$ cat config.mk
export PLATFORM = sky130hd
export DESIGN_NAME = bcd7_scan_ctrl_flat
export DESIGN_NICKNAME = d
export VERILOG_FILES = /design/src/rtl/bcd7_scan_ctrl_if.sv /design/src/rtl/bcd7_scan_ctrl.sv /design/src/flat_wrapper.sv
export SDC_FILE = /design/constraint.sdc
export NUM_CORES = 1
export LEC_CHECK = 0
export ABC_AREA = 1
export BUFFER_PORTS_ARGS = -buffer_cell sky130_fd_sc_hd__buf_2
export CAP_MARGIN = 20
export CORE_MARGIN = 4
export CORE_UTILIZATION = 50
export DETAILED_ROUTE_END_ITERATION = 8
export GPL_TIMING_DRIVEN = 0
export PLACE_DENSITY_LB_ADDON = 0.2
export SLEW_MARGIN = 15
export SYNTH_ARGS = -nofsm -noshare
export SYNTH_HDL_FRONTEND = slang
export SYNTH_SLANG_ARGS = --single-unit
$ cat constraint.sdc
create_clock -name clk -period 2.2 [get_ports clk]
set_input_delay 0.44 -clock clk [delete_from_list [all_inputs] [get_ports clk]]
set_output_delay 0.44 -clock clk [all_outputs]
set_load 0.1 [all_outputs]
$ cat src/rtl/bcd7_scan_ctrl_if.sv
// Display-side bundle for bcd7_scan_ctrl: control/value inputs and the
// multiplexed decoder code, digit enables and frame strobe.
interface bcd7_scan_ctrl_if #(
  parameter int DIGITS = 4
);
  logic                  enable;
  logic                  load;
  logic [4*DIGITS-1:0]   bcd_in;
  logic [3:0]            q;
  logic [DIGITS-1:0]     dig_n;
  logic                  frame_done;

  modport master (output enable, load, bcd_in, input q, dig_n, frame_done);
  modport slave  (input enable, load, bcd_in, output q, dig_n, frame_done);
endinterface

$ cat src/rtl/bcd7_scan_ctrl.sv
// Time-multiplexed BCD 7-seg scanner with dead-time blanking and a
// double-buffered value. Define BCD7_SCAN_LZ_BLANK_EN for leading-zero blanking.
module bcd7_scan_ctrl #(
  parameter int DIGITS    = 4,
  parameter int SHOW_CYC  = 1000,
  parameter int BLANK_CYC = 8
) (
  input  logic              clk,
  input  logic              rst,
  bcd7_scan_ctrl_if.slave   scan
);
  localparam int MAXC = (SHOW_CYC > BLANK_CYC) ? SHOW_CYC : BLANK_CYC;
  localparam int CW   = $clog2(MAXC) + 1;
  localparam int IW   = $clog2(DIGITS);

  typedef enum logic [1:0] {IDLE, BLANK, SHOW} state_t;

  state_t                   state, state_nxt;
  logic [CW-1:0]            cnt, cnt_nxt;
  logic [IW-1:0]            idx, idx_nxt;
  logic [DIGITS-1:0][3:0]   shadow, active, active_nxt;
  logic [3:0]               q_r, q_nxt;
  logic [DIGITS-1:0]        dig_n_r, dig_n_nxt;
  logic                     fd_r, fd_nxt;
  logic [DIGITS-1:0]        lit;

  // Per-digit "may light" mask, derived only from the latched frame value.
`ifdef BCD7_SCAN_LZ_BLANK_EN
  logic [DIGITS:0] hi_zero;
  assign hi_zero[DIGITS] = 1'b1;
`endif
  for (genvar k = 0; k < DIGITS; k++) begin : g_dig
`ifdef BCD7_SCAN_LZ_BLANK_EN
    assign hi_zero[k] = hi_zero[k+1] && (active[k] == 4'd0);
    if (k == 0) begin : g_lsd
      assign lit[k] = (active[k] <= 4'd9);
    end else begin : g_hsd
      assign lit[k] = (active[k] <= 4'd9) && !hi_zero[k];
    end
`else
    assign lit[k] = (active[k] <= 4'd9);
`endif
  end

  always_comb begin
    state_nxt  = state;
    cnt_nxt    = cnt + CW'(1);
    idx_nxt    = idx;
    active_nxt = active;
    q_nxt      = q_r;
    dig_n_nxt  = dig_n_r;
    fd_nxt     = 1'b0;
    if (!scan.enable) begin
      state_nxt = IDLE;
      cnt_nxt   = '0;
      idx_nxt   = '0;
      dig_n_nxt = '1;
    end else begin
      case (state)
        IDLE: begin
          state_nxt  = BLANK;
          cnt_nxt    = '0;
          idx_nxt    = '0;
          active_nxt = shadow;
          q_nxt      = shadow[0];
          dig_n_nxt  = '1;
        end
        BLANK: begin
          if (cnt == CW'(BLANK_CYC - 1)) begin
            state_nxt = SHOW;
            cnt_nxt   = '0;
            dig_n_nxt = lit[idx] ? ~(DIGITS'(1) << idx) : '1;
          end
        end
        SHOW: begin
          if (cnt == CW'(SHOW_CYC - 1)) begin
            state_nxt = BLANK;
            cnt_nxt   = '0;
            dig_n_nxt = '1;
            // Frame boundary: shadow is sampled before any same-edge load lands.
            if (idx == IW'(DIGITS - 1)) begin
              idx_nxt    = '0;
              active_nxt = shadow;
              q_nxt      = shadow[0];
              fd_nxt     = 1'b1;
            end else begin
              idx_nxt = idx + IW'(1);
              q_nxt   = active[idx + IW'(1)];
            end
          end
        end
        default: begin
          state_nxt = IDLE;
          cnt_nxt   = '0;
          idx_nxt   = '0;
          dig_n_nxt = '1;
        end
      endcase
    end
  end

  always_ff @(posedge clk or posedge rst) begin
    if (rst) begin
      state   <= IDLE;
      cnt     <= '0;
      idx     <= '0;
      shadow  <= '0;
      active  <= '0;
      q_r     <= '0;
      dig_n_r <= '1;
      fd_r    <= 1'b0;
    end else begin
      state   <= state_nxt;
      cnt     <= cnt_nxt;
      idx     <= idx_nxt;
      active  <= active_nxt;
      q_r     <= q_nxt;
      dig_n_r <= dig_n_nxt;
      fd_r    <= fd_nxt;
      if (scan.load) shadow <= scan.bcd_in;
    end
  end

  assign scan.q          = q_r;
  assign scan.dig_n      = dig_n_r;
  assign scan.frame_done = fd_r;
endmodule

$ cat src/flat_wrapper.sv
// flat-port wrapper written by rule: the top's interface ports become plain ports
module bcd7_scan_ctrl_flat 
#(
  parameter int DIGITS    = 4,
  parameter int SHOW_CYC  = 1000,
  parameter int BLANK_CYC = 8
)
  (clk, rst, scan_enable, scan_load, scan_bcd_in, scan_q, scan_dig_n, scan_frame_done);
  bcd7_scan_ctrl_if #(.DIGITS(DIGITS)) scan_i ();
  input  logic clk;
  input  logic rst;
  input wire logic [$bits(scan_i.enable)-1:0] scan_enable;
  input wire logic [$bits(scan_i.load)-1:0] scan_load;
  input wire logic [$bits(scan_i.bcd_in)-1:0] scan_bcd_in;
  output wire logic [$bits(scan_i.q)-1:0] scan_q;
  output wire logic [$bits(scan_i.dig_n)-1:0] scan_dig_n;
  output wire logic [$bits(scan_i.frame_done)-1:0] scan_frame_done;
  assign scan_i.enable = scan_enable;
  assign scan_i.load = scan_load;
  assign scan_i.bcd_in = scan_bcd_in;
  assign scan_q = scan_i.q;
  assign scan_dig_n = scan_i.dig_n;
  assign scan_frame_done = scan_i.frame_done;
  bcd7_scan_ctrl #(.DIGITS(DIGITS), .SHOW_CYC(SHOW_CYC), .BLANK_CYC(BLANK_CYC)) u_core (.clk(clk), .rst(rst), .scan(scan_i));
endmodule
==> run summary <==
• false — RSZ-0062 raised after global routing
• 0.822 — global placement routability congestion
• 0 — Syn. warnings
• 0 — Resized Gates After CTS
• nand2_1 — cell type with the highest occurrence count on the critical path
• 51.7% — initial core utilization
• 2870 um2 — area of the mapped netlist
• inv_1, ha_1, nand2_1, nand2_1, nand3_4, buf_6, nand2_1, nand2_1 — critical path, cell by cell
• 1.53% — XOR/XNOR Fraction of Synth Area
• 57.7% — utilization after layout
• 100% — Post-synth ARST share
• dfrtp_1 — top_reg_cell synth
• 0 — number of maximum-capacitance constraint violations
• 0 — number of antenna violations at the first check in global routing
• 347 — Gate Count Post-Synth
• 1.60 nW — cell leakage power
• 410 — fin nets
• 81 — First DRT Iteration DRCs
• 10 — CP max FO
• 376 — number of nets in the synthesized netlist
• 2,219 — number of global-route vias before repair
• dfrtp_1 — master of the slowest instance on the critical path
• 8.26 um2 — Avg Synthesized Cell Area
• 0 — remaining antenna violation count
• 0 — number of enable-type register cells in the synthesized netlist
• 3.69 mW — total power draw
• 11.5 um — per-cell routed wire length
• 11.6% — signed area change from the synthesized netlist to the final layout
• 0 — number of hold violations in the final report
• 0 — number of buffers inserted by hold repair at cts
• 0.00400 ns — worst setup skew after layout
• 1.57% — share of synthesized area spent on multiplexers
• 56 — CTS Sinks
• flip-flop to flip-flop — critical path class
• 0.608 ns — Worst Tran Pin Value
• 0 — final count of pins violating max slew
• 2 — maximum count of clock buffers along a single path
• complete, no violations — run status
• 83.7 um — Die Height
• 83.7 um — Die Span X
• 1.86 ns — crit path time final
• 0 — remaining routing DRC violations
• flip-flop — category of the worst setup path launch point
• 0 — Final setup viols
• 3930 um — HPWL after DPL
• 1150 nW/um2 — Power Density
• 0 — antenna fix cells
• 28.7% — Post-Synth Simple-Gate Area
• 6.90% — share of the synthesized area in compound gates (AO/OA/AOI/OAI)
• 4.86 — Via-to-Cell Ratio
• 2.40 ns — data required time at the worst endpoint
• 5540 um2 — Core Area
• 2,206 — total via count after detailed routing
• 2.07 ns — arrival time of data at the critical path endpoint
• 16.5% — gr usage total
• simple AND/OR/NAND/NOR gates — combinational family with the most area after synthesis
• 5 — CTS buffer count
• 56 — count of state elements after synthesis
• 49.1% — portion of the post-synthesis area used by sequential elements
• flip-flop — endpoint type of the worst setup path
• nand2_1 (107), dfrtp_1 (52), inv_1 (43) — highest-count cells in the layout ignoring fill and taps
• 20.9% — fraction of final layout cells with drive strength greater than 1
• 30 — count of different cell masters after synthesis
• 0.10 ns — clock-pin transition on the worst setup and hold timing paths
• 0.31 ns — clock network latency to the later pin of the worst-skew pair
• simple AND/OR/NAND/NOR gates — cell type group with the largest total delay on the critical path
• 0.43 ns — maximum cell stage delay along the critical path
• 27 — IO buf count
• 29 — IO Count
• 2 — number of H-tree levels
• 9680 um — wire length of the first global-routing pass
• 30 — pin count of the biggest net entering global routing
• 59.4% — Rel. slew slack
• input pin to asynchronous set/reset pin — Hold WC Path Type
• 4 — drt first pass iters
• 84.7% — final worst-path cycle share
• 27 — number of placement rows
• yes — clock tree from TritonCTS
• 2 — crit path buf inv count
• nand2_1 — leading cell type in the layout, fill and taps excluded
• 3.93% — adder-cell area share of the yosys netlist
• 0 — grt total ovfl
• 5220 um — total length of routed wires
• clkbuf_8 — clock root buffer master
• 536 MHz — highest clock frequency the design can meet
• 0 — post-CTS repair timing setup buffer count
• 0.000901 V — peak supply drop
• 7010 um2 — die footprint
==> power by group <==
group / leakage [nW] / internal (mW) / total [mW] / switching [mW]
Clock: 0.0485 / 0.229 / 0.570 / 0.341
Combinational: 0.847 / 0.454 / 1.66 / 1.21
Sequential: 0.706 / 1.30 / 1.46 / 0.155
==> layout make-up <==
cell class | count | area, um2
Buffer | 10 | 62.6
Clock inverter | 3 | 22.5
Tap cell | 72 | 90.1
Fill cell | 529 | 2340
Sequential cell | 56 | 1410
Clock buffer | 5 | 68.8
Inverter | 46 | 173
Timing Repair Buffer | 28 | 155
Multi-Input combinational cell | 234 | 1220
==> layer usage <==
metal | part of all wire, % | track usage, %
met1 | 48 | 21.2
met2 | 47 | 28.2
met3 | 3.9 | 3.55
met4 | 1.2 | 4.53
met5 | 0 | 0
==> cells in the mapped netlist, types with 2 or more instances <==
master	n	share of area [%]
nand3_1	21	3.7
nor2_2	2	0.44
buf_4	2	0.52
o21ai_0	14	2.4
buf_2	2	0.35
nand4_1	12	2.6
nand2_2	9	2.0
inv_2	2	0.26
nor2_1	27	3.5
nor3_1	3	0.52
o21ai_2	12	3.7
dfstp_2	4	3.7
dfrtp_1	52	45
ha_1	9	3.9
nand2_1	107	14
mux2_2	4	1.6
clkbuf_1	4	0.52
inv_1	44	5.8
buf_6	2	0.79
o21ai_1	2	0.35
xor2_1	4	1.2
==> stage by stage <==
step / area, um2 / TNS [ns] / std cells / worst slack (ns) / hold WS, ns
2_1_floorplan: 2870 / 0 / 347 / 0.395 / 0.432
3_3_place_gp: 3090 / -14.90 / 446 / -0.289 / 0.450
3_5_place_dp: 3110 / 0 / 447 / 0.291 / 0.456
4_1_cts: 3200 / 0 / 455 / 0.264 / 0.201
5_1_grt: 3200 / 0 / 454 / 0.184 / 0.236
6_report: 3200 / 0 / 454 / 0.336 / 0.182
==> state kept, by name, indices dropped and copies added (netlist names) <==
| signal | count |
|---|---|
| u_core.scan.dig_n | 4 |
| u_core.idx | 2 |
| u_core.active | 16 |
| u_core.scan.frame_done | 1 |
| u_core.cnt | 11 |
| u_core.scan.q | 4 |
| u_core.state | 2 |
| u_core.shadow | 16 |
==> worst register-to-register path: stages, from the launching register on <==
cell and delay [ns]:
dfrtp_1 0.43, inv_1 0.10, ha_1 0.24, nand2_1 0.12, nand2_1 0.36, nand3_4 0.20
buf_6 0.20, nand2_1 0.07, nand2_1 0.05
==> path summary, 6_finish.rpt <==
path,start,endpoint,slack [ns],cells after the start
setup / recovery,u_core.state[0],u_core.active[0],0.34,8
hold / removal,rst,u_core.shadow[9],0.18,2
setup reg to reg,u_core.state[0],u_core.active[0],0.34,8
hold reg to reg,u_core.cnt[0],u_core.cnt[0],0.47,1
max in group asynchronous,rst,u_core.scan.dig_n[0],1.38,3
min in group clk,scan_bcd_in[11],u_core.shadow[11],0.33,3
==> cell families (layout without fill, tap and decap cells) <==
kind of cell,after synthesis,in the layout
compound gates,30,30
xor+xnor,5,5
fa+ha+maj,9,9
buf+inv,57,92
flops,56,56
mux,4,4
simple gates,186,186
Note: power is estimated with default switching activity, not from simulation.
